**config.mk**
```make
export PLATFORM = sky130hd
export DESIGN_NAME = banco_registradores_flat
export DESIGN_NICKNAME = d
export VERILOG_FILES = /design/src/rtl/mips_defs.sv /design/src/rtl/banco_registradores_if.sv /design/src/rtl/porta_leitura_bypass.sv /design/src/rtl/banco_registradores.sv /design/src/flat_wrapper.sv
export SDC_FILE = /design/constraint.sdc
export NUM_CORES = 2
export LEC_CHECK = 0
export ABC_CLOCK_PERIOD_IN_PS = 96900
export BUFFER_PORTS_ARGS = -buffer_cell sky130_fd_sc_hd__buf_2
export CORE_UTILIZATION = 34
export DETAILED_ROUTE_END_ITERATION = 8
export GPL_TIMING_DRIVEN = 0
export PLACE_DENSITY = 0.54
export REMOVE_ABC_BUFFERS = 1
export SETUP_SLACK_MARGIN = 0.5
export SYNTH_ARGS = -nofsm -noshare
export SYNTH_HDL_FRONTEND = slang
export SYNTH_SLANG_ARGS = --single-unit
```
**constraint.sdc**
```tcl
create_clock -name clk -period 96.9 [get_ports clk]
set_input_delay 14.535 -clock clk [delete_from_list [all_inputs] [get_ports clk]]
set_output_delay 14.535 -clock clk [all_outputs]
set_load 0.02 [all_outputs]
```
**src/rtl/mips_defs.sv**
```systemverilog
// Shared MIPS datapath constants: default widths, well-known register
// indices and the reset values of the stack and global pointers.
package mips_defs;

   localparam int LARGURA_PADRAO    = 32;
   localparam int N_REG_BITS_PADRAO = 5;

   localparam int REG_ZERO = 0;
   localparam int REG_GP   = 28;
   localparam int REG_SP   = 29;
   localparam int REG_RA   = 31;

   localparam logic [31:0] SP_INIT_PADRAO = 32'h0000_3FFC;
   localparam logic [31:0] GP_INIT_PADRAO = 32'h0000_1800;

endpackage

```
**src/rtl/banco_registradores_if.sv**
```systemverilog
// Decode-stage register file bus: two operand read ports, one debug read
// port and the write-back port.
interface banco_registradores_if #(
   parameter int LARGURA    = 32,
   parameter int N_REG_BITS = 5
);
   // No valid/ready pair: reads are purely combinational from the address,
   // and a write is one beat qualified by escreveReg at the rising clock edge.
   logic [N_REG_BITS-1:0] regLe1;
   logic [N_REG_BITS-1:0] regLe2;
   logic [N_REG_BITS-1:0] regEscrita;
   logic [LARGURA-1:0]    dadosEscrita;
   logic                  escreveReg;
   logic [N_REG_BITS-1:0] regDbg;
   logic [LARGURA-1:0]    dadosLe1;
   logic [LARGURA-1:0]    dadosLe2;
   logic [LARGURA-1:0]    dadosDbg;

   modport master (
      output regLe1, regLe2, regEscrita, dadosEscrita, escreveReg, regDbg,
      input  dadosLe1, dadosLe2, dadosDbg
   );

   modport slave (
      input  regLe1, regLe2, regEscrita, dadosEscrita, escreveReg, regDbg,
      output dadosLe1, dadosLe2, dadosDbg
   );

endinterface

```
**src/rtl/porta_leitura_bypass.sv**
```systemverilog
// One combinational read port: forces $zero to read 0 and optionally
// forwards a same-cycle write to the reader.
module porta_leitura_bypass
   import mips_defs::*;
#(
   parameter int LARGURA    = LARGURA_PADRAO,
   parameter int N_REG_BITS = N_REG_BITS_PADRAO,
   parameter int BYPASS     = 1
) (
   input  logic [N_REG_BITS-1:0] endereco_i,
   input  logic [LARGURA-1:0]    dado_armazenado_i,
   input  logic [N_REG_BITS-1:0] reg_escrita_i,
   input  logic [LARGURA-1:0]    dados_escrita_i,
   input  logic                  escreve_reg_i,
   input  logic                  rst_i,
   output logic [LARGURA-1:0]    dado_o
);

   localparam logic [N_REG_BITS-1:0] ENDERECO_ZERO = N_REG_BITS'(REG_ZERO);

   logic encaminha;

   // Reset suppresses forwarding so outputs track the cleared storage.
   assign encaminha = (BYPASS != 0) && escreve_reg_i && !rst_i &&
                      (reg_escrita_i != ENDERECO_ZERO) &&
                      (endereco_i == reg_escrita_i);

   always_comb begin
      dado_o = dado_armazenado_i;
      if (endereco_i == ENDERECO_ZERO) begin
         dado_o = '0;
      end else if (encaminha) begin
         dado_o = dados_escrita_i;
      end
   end

endmodule

```
**src/rtl/banco_registradores.sv**
```systemverilog
// MIPS 32x32 general-purpose register file: asynchronous reset with $gp/$sp
// presets, edge-triggered write, two operand ports and one debug port.
module banco_registradores
   import mips_defs::*;
#(
   parameter int                LARGURA    = LARGURA_PADRAO,
   parameter int                N_REG_BITS = N_REG_BITS_PADRAO,
   parameter int                BYPASS     = 1,
   parameter logic [LARGURA-1:0] SP_INIT   = LARGURA'(SP_INIT_PADRAO),
   parameter logic [LARGURA-1:0] GP_INIT   = LARGURA'(GP_INIT_PADRAO)
) (
   input logic                  clk,
   input logic                  rst,
   banco_registradores_if.slave bus
);

   localparam int NUM_REG = 2 ** N_REG_BITS;
   localparam logic [N_REG_BITS-1:0] ENDERECO_ZERO = N_REG_BITS'(REG_ZERO);

   logic [LARGURA-1:0] regs_q [NUM_REG];
   logic               escrita_valida;
   logic [LARGURA-1:0] le1_w;
   logic [LARGURA-1:0] le2_w;
   logic [LARGURA-1:0] dbg_w;

   function automatic logic [LARGURA-1:0] valor_reset(input int idx);
      if (idx == REG_GP) return GP_INIT;
      if (idx == REG_SP) return SP_INIT;
      return '0;
   endfunction

   assign escrita_valida = bus.escreveReg && (bus.regEscrita != ENDERECO_ZERO);

   // Register 0 is never written, so it stays 0 from reset onward.
   always_ff @(posedge clk or posedge rst) begin
      if (rst) begin
         for (int i = 0; i < NUM_REG; i++) begin
            regs_q[i] <= valor_reset(i);
         end
      end else if (escrita_valida) begin
         regs_q[bus.regEscrita] <= bus.dadosEscrita;
      end
   end

   porta_leitura_bypass #(
      .LARGURA(LARGURA), .N_REG_BITS(N_REG_BITS), .BYPASS(BYPASS)
   ) u_porta_a (
      .endereco_i       (bus.regLe1),
      .dado_armazenado_i(regs_q[bus.regLe1]),
      .reg_escrita_i    (bus.regEscrita),
      .dados_escrita_i  (bus.dadosEscrita),
      .escreve_reg_i    (bus.escreveReg),
      .rst_i            (rst),
      .dado_o           (le1_w)
   );

   porta_leitura_bypass #(
      .LARGURA(LARGURA), .N_REG_BITS(N_REG_BITS), .BYPASS(BYPASS)
   ) u_porta_b (
      .endereco_i       (bus.regLe2),
      .dado_armazenado_i(regs_q[bus.regLe2]),
      .reg_escrita_i    (bus.regEscrita),
      .dados_escrita_i  (bus.dadosEscrita),
      .escreve_reg_i    (bus.escreveReg),
      .rst_i            (rst),
      .dado_o           (le2_w)
   );

   // The debug port always shows committed state, never the pending write.
   porta_leitura_bypass #(
      .LARGURA(LARGURA), .N_REG_BITS(N_REG_BITS), .BYPASS(0)
   ) u_porta_dbg (
      .endereco_i       (bus.regDbg),
      .dado_armazenado_i(regs_q[bus.regDbg]),
      .reg_escrita_i    (bus.regEscrita),
      .dados_escrita_i  (bus.dadosEscrita),
      .escreve_reg_i    (bus.escreveReg),
      .rst_i            (rst),
      .dado_o           (dbg_w)
   );

   assign bus.dadosLe1 = le1_w;
   assign bus.dadosLe2 = le2_w;
   assign bus.dadosDbg = dbg_w;

endmodule

```
**src/flat_wrapper.sv**
```systemverilog
// flat-port wrapper written by rule: the top's interface ports become plain ports
module banco_registradores_flat import mips_defs::*;
#(
   parameter int                LARGURA    = LARGURA_PADRAO,
   parameter int                N_REG_BITS = N_REG_BITS_PADRAO,
   parameter int                BYPASS     = 1,
   parameter logic [LARGURA-1:0] SP_INIT   = LARGURA'(SP_INIT_PADRAO),
   parameter logic [LARGURA-1:0] GP_INIT   = LARGURA'(GP_INIT_PADRAO)
)
  (clk, rst, bus_regLe1, bus_regLe2, bus_regEscrita, bus_dadosEscrita, bus_escreveReg, bus_regDbg, bus_dadosLe1, bus_dadosLe2, bus_dadosDbg);
  banco_registradores_if #(.LARGURA(LARGURA), .N_REG_BITS(N_REG_BITS)) bus_i ();
  input logic clk;
  input logic rst;
  input wire logic [$bits(bus_i.regLe1)-1:0] bus_regLe1;
  input wire logic [$bits(bus_i.regLe2)-1:0] bus_regLe2;
  input wire logic [$bits(bus_i.regEscrita)-1:0] bus_regEscrita;
  input wire logic [$bits(bus_i.dadosEscrita)-1:0] bus_dadosEscrita;
  input wire logic [$bits(bus_i.escreveReg)-1:0] bus_escreveReg;
  input wire logic [$bits(bus_i.regDbg)-1:0] bus_regDbg;
  output wire logic [$bits(bus_i.dadosLe1)-1:0] bus_dadosLe1;
  output wire logic [$bits(bus_i.dadosLe2)-1:0] bus_dadosLe2;
  output wire logic [$bits(bus_i.dadosDbg)-1:0] bus_dadosDbg;
  assign bus_i.regLe1 = bus_regLe1;
  assign bus_i.regLe2 = bus_regLe2;
  assign bus_i.regEscrita = bus_regEscrita;
  assign bus_i.dadosEscrita = bus_dadosEscrita;
  assign bus_i.escreveReg = bus_escreveReg;
  assign bus_i.regDbg = bus_regDbg;
  assign bus_dadosLe1 = bus_i.dadosLe1;
  assign bus_dadosLe2 = bus_i.dadosLe2;
  assign bus_dadosDbg = bus_i.dadosDbg;
  banco_registradores #(.LARGURA(LARGURA), .N_REG_BITS(N_REG_BITS), .BYPASS(BYPASS), .SP_INIT(SP_INIT), .GP_INIT(GP_INIT)) u_core (.clk(clk), .rst(rst), .bus(bus_i));
endmodule
```
# Word-level counts from Yosys, hierarchy flattened
# Index checks and enable logic that the tools add are counted.
# classes
magnitude_cmp	5
eq_ne	2
n_mux	17
bitwise_logic	4
reduce_logical	11
# ops
cell	n
bitwise mux 1024 bit	1
binary-select mux 32 bit (select 5 bit)	3
two-way mux 32 bit	12
demux 32 bit (select 5 bit)	1
greater-or-equal comparator 6 bit, second input constant	4
NOT 5 -> 6 bit	4
zero test 5 bit	3
equality test 5 bit	2
logical AND 1 bit	6
< comparator 6 x 1 -> 1 bit, second input constant	1
nonzero test 5 bit	1
zero test 1 bit	1
# totals
ff_bits	1024
in_bits	55
output_inout_bits	96

# Longest topological paths before layout
# depth
ltp_word	6
depth_mapped	10
depth_no_buf	5

# Modules after synthesis
# From an unflattened synthesis, not the netlist that was laid out.
# unflattened
hier_cells	6068
area_unflattened_um2	66854.1
# modules_own_cells
module	n_inst	cells_per_inst	area_each_um2	seq_area_each_um2
banco_registradores	1	5760	64735.8	25642.1
porta_leitura_bypass (u_core.u_porta_a ...)	2	134	898.4	0.0
porta_leitura_bypass (u_core.u_porta_dbg)	1	40	321.6	0.0

# Worst setup path before layout
# No wires, ideal clock.
# synth_timing
path_kind	in2out
startpoint	in rst
endpoint	out bus_dadosLe2[14]
arrival_time_ns	40.292
t_required_ns	82.365
slack_ns	42.073
stages	6
path_cell_list	inv_1 > o311ai_2 > nor3_1 > clkbuf_1 > nor4_1 > nor2_1
# synth_between
elab_chain_len	6
# synth_lines
element	line_no	rtl
start, declared	flat_wrapper.sv:13	input logic rst;
zero test 1 bit (no source line)	-	
logical AND 1 bit (2 in series)	porta_leitura_bypass.sv:24	assign encaminha = (BYPASS != 0) && escreve_reg_i && !rst_i &&
logical AND 1 bit	porta_leitura_bypass.sv:25	(reg_escrita_i != ENDERECO_ZERO) &&
two-way mux 32 bit	porta_leitura_bypass.sv:32	end else if (encaminha) begin
two-way mux 32 bit	porta_leitura_bypass.sv:30	if (endereco_i == ENDERECO_ZERO) begin
end, declared	flat_wrapper.sv:21	output wire logic [$bits(bus_i.dadosLe2)-1:0] bus_dadosLe2;
# No other way between the ends.

# Final worst setup path
# layout_timing
startpoint	in bus_regLe1[3]
endpoint	out bus_dadosLe1[28]
# layout_between
elab_chain_len	6
elab_cells_between_ends	9
cone_classes	1 x eq/ne; 5 x mux; 1 x bitwise; 2 x reduce/logical
# layout_lines
element	line_no	rtl
start, declared	flat_wrapper.sv:14	input wire logic [$bits(bus_i.regLe1)-1:0] bus_regLe1;
NOT 5 -> 6 bit (implied by the code)	banco_registradores.sv:49	.dado_armazenado_i(regs_q[bus.regLe1]),
binary-select mux 32 bit (select 5 bit)	banco_registradores.sv:49	
two-way mux 32 bit (implied by the code) (2 in series)	banco_registradores.sv:49	
two-way mux 32 bit	porta_leitura_bypass.sv:32	
two-way mux 32 bit *	porta_leitura_bypass.sv:30	
end, declared	flat_wrapper.sv:20	output wire logic [$bits(bus_i.dadosLe1)-1:0] bus_dadosLe1;
# Every way passes the cells marked *; elsewhere a longest branch is shown, timed or not. The select of a mux whose other input is x is not followed.

==> flow_summary_export.csv <==
group,metric,value,unit
timing,hold_violations,0,
die,dieArea,0.190,sq mm
timing,setup_viol,0,
min_path,hold_class,"reg -> reg",
placed_design,placement.setup.worst_slack,63.62,ns
finish,final_cell_count_no_fill,6948,
routing,first_pass_iters,5,
clocking,cts_setup_buffers,0,
timing,post-route-period-util,0.345,
clocking,cts.sink_count,1024,
timing,tightest_slew,1.43,ns
timing,min_period,33.42,ns
synth,synth_cells,4497,
status,outcome,"complete, no violations",
die,pin_count,151,
pwr,swShare,0.299,
placed_design,portBuffers,150,
setup_path,start_kind,"input port",
finish,largest_register_ffs,1024,
setup_path,cp_data_arrival_time,18.88,ns
global_route,grt_util_all_layers,0.253,
global_route,grt_max_degree,126,
global_route,grt_overflow_total,0,
synth,synthArstFlopShare,1.00,
clocking,clkTransAtPathRegs,0.06,ns
finish,fin_util,0.391,
routing,wl_per_cell,34.9,um
routing,drtIter0Drc,4326,
pwr,peakVddDrop,0.0156,mV
clocking,ctsResizeCount,0,
synth,ys_seq_area_frac,0.401,
routing,wirelength,243000,um
pwr,power.share.clock,0.329,
synth,avgSynthCellArea,14.2,sq um
routing,vias,44100,
timing,slew_viol_final,0,
routing,viasPerCell,6.35,
finish,finalInstanceArea,0.0727,sq mm
placed_design,dp_hpwl,148000,um
pwr,total_power,1.40,mW
synth,synth_edf_count,0,
clocking,worstSkewPairLatency,0.74,ns
setup_path,setup.worst_path.class,"in -> out",
placed_design,dpl_cell_area,0.0689,sq mm
timing,whs,0.419,ns
timing,final.setup.worst_slack,63.48,ns
die,start_util,0.344,
timing,slew_headroom,0.0382,
global_route,grt_pass1_vias,44300,
clocking,cts_tree,"yes",
finish,reg_top3,"u_core.regs_q x1024",
global_route,grt_pass1_wl,347000,um
clocking,numCtsBuffers,112,
pwr,p_int,981,uW
timing,final.setup.tns,0,ns
routing,post-route-drc-count,0,
clocking,htree_levels,3,
timing,rsz0062_at_grt,"false",
finish,final_nets,4424,
clocking,clk_path_buf_depth,3,
die,die_x,436,um
routing,ant_nets,0,
job,cap_violations,0,
synth,synth_flop_cell,"dfrtp_1",
die,rows,158,
setup_path,crit_path_max_fanout,24,
placed_design,dp.cells,6735,
finish,area_growth,13.7,%
pwr,p_leak,30.5,nW
finish,drive_gt1_frac,0.516,
synth,synth_cell_types,67,
pwr,p_per_area,19.2,mW/mm^2
min_path,hold_depth,0,
synth,ys_warn_count,0,
placed_design,gp_congestion,0.769,
synth,syn-cell-area,0.0640,sq mm
pwr,p_comb_frac,0.252,
synth,ys_ff_latch,1024,
timing,skew,0,ns
setup_path,reg2regPathDepth,1,
global_route,antenna_found_initial,17,
clocking,hold_buffers,0,
pwr,power_switching,418,uW
setup_path,critPathRequiredTime,82.36,ns
die,core,0.186,sq mm
clocking,cts_root_buf,"clkbuf_16",
die,die_h,436,um
setup_path,endpoint_kind,"output pin",
timing,fmax,0.0299,GHz
pwr,pwr-share-seq,0.419,
finish,largest_register,"u_core.regs_q",
## cell usage after synthesis (9+ instances only)
| library cell | number | share of area |
|---|---|---|
| o22ai_1 | 54 | 0.0053 |
| and3_1 | 17 | 0.0017 |
| mux2_2 | 1096 | 0.19 |
| a2111oi_0 | 35 | 0.0048 |
| nor3_1 | 24 | 0.0019 |
| nand2b_1 | 16 | 0.0016 |
| nor2b_1 | 11 | 0.0011 |
| dfstp_2 | 14 | 0.0057 |
| mux4_2 | 659 | 0.23 |
| nand2_1 | 89 | 0.0052 |
| nor2_1 | 85 | 0.0050 |
| a22oi_1 | 39 | 0.0046 |
| a221oi_1 | 75 | 0.010 |
| o21ai_1 | 54 | 0.0042 |
| buf_4 | 37 | 0.0043 |
| dfrtp_1 | 1010 | 0.40 |
| buf_6 | 29 | 0.0051 |
| buf_2 | 76 | 0.0059 |
| a211oi_1 | 38 | 0.0045 |
| a211o_1 | 13 | 0.0018 |
| mux2_1 | 19 | 0.0033 |
| a21oi_1 | 40 | 0.0031 |
| mux2i_1 | 307 | 0.048 |
| clkbuf_1 | 307 | 0.018 |
| buf_1 | 79 | 0.0046 |
| o21ai_0 | 62 | 0.0048 |
| o21a_1 | 9 | 0.0011 |
| xnor2_1 | 10 | 0.0014 |
| nor3b_1 | 15 | 0.0018 |
| a221o_1 | 29 | 0.0045 |
| inv_1 | 37 | 0.0022 |
| nand3_1 | 12 | 0.00094 |
| o221ai_1 | 11 | 0.0015 |
## final cells by class
cell class	count	area, sq um
clock buffers	173	3380
repair buffers	293	3990
flip-flops and latches	1024	25600
inverters	38	158
clock inverters	37	513
well taps	2480	3100
diodes	3	7.51
multi-input cells	2900	36000
fillers	17400	113000
## worst max-delay path, stage by stage
cell     delay [ns]
buf_2          0.99
inv_2          0.61
buf_12         0.35
nand2_1        0.51
or3_2          0.65
buf_12         0.30
o21ai_0        0.13
nor2_1         0.45
buf_2          0.26
## path summary, 6_finish.rpt
check	end	slack, ns	from
min in group asynchronous	u_core.regs_q[852]	13.81	rst
max in group asynchronous	u_core.regs_q[510]	80.46	rst
worst min-delay path	u_core.regs_q[1009]	0.42	u_core.regs_q[1009]
worst max register to register	u_core.regs_q[125]	96.07	u_core.regs_q[125]
worst max-delay path	bus_dadosLe1[28]	63.48	bus_regLe1[3]
worst min register to register	u_core.regs_q[1009]	0.42	u_core.regs_q[1009]
## cell families after synthesis
kind of cell    count (synthesis)  synth area share
buf+inv                       573            0.0419
flops                        1024             0.401
simple gates                  308            0.0235
compound gates                501            0.0562
mux                          2081             0.476
xor+xnor                       10           0.00137
## power groups by stage
| stage | Clock, mW | Sequential [mW] | Combinational, mW |
|---|---|---|---|
| after floorplan | 0 | 0.567 | 0.248 |
| after global placement | 0 | 0.586 | 0.361 |
| after detailed placement | 0 | 0.590 | 0.352 |
| after CTS | 0.468 | 0.582 | 0.353 |
| after global routing | 0.485 | 0.598 | 0.374 |
| final | 0.461 | 0.586 | 0.352 |
## layout by cell type, fill, tap and decap left out, types with 12 or more instances in the layout
cell type     n
bufinv_16    12
dfstp_2      14
a221o_1      29
inv_1        33
clkinv_2     19
a211o_1      13
nand3_1      12
nand2b_1     15
o22ai_1      54
a211oi_1     38
a22oi_1      39
a21oi_1      40
buf_12       32
a2111oi_0    35
buf_4        14
nand2_4      15
mux2i_1     307
buf_2       136
mux4_2      659
o21ai_1      54
buf_8        24
nor3_1       22
clkbuf_16   116
buf_16       75
clkbuf_1     31
nor2_4       14
mux2_1       19
mux2_2     1096
nor2_1       71
clkbuf_8     26
a221oi_1     75
nor3b_1      15
nand2_1      74
dfrtp_1    1010
and3_1       17
buf_6        12
o21ai_0      62
## routing by layer
layer,track usage,share of wire,up-vias
met1,0.333,0.41,24000
met4,0.124,0.053,14
met2,0.405,0.48,1955
li1,-,-,17600
met5,0,0.00042,-
met3,0.0407,0.067,517
No activity file was read; power rests on OpenSTA's default activity.
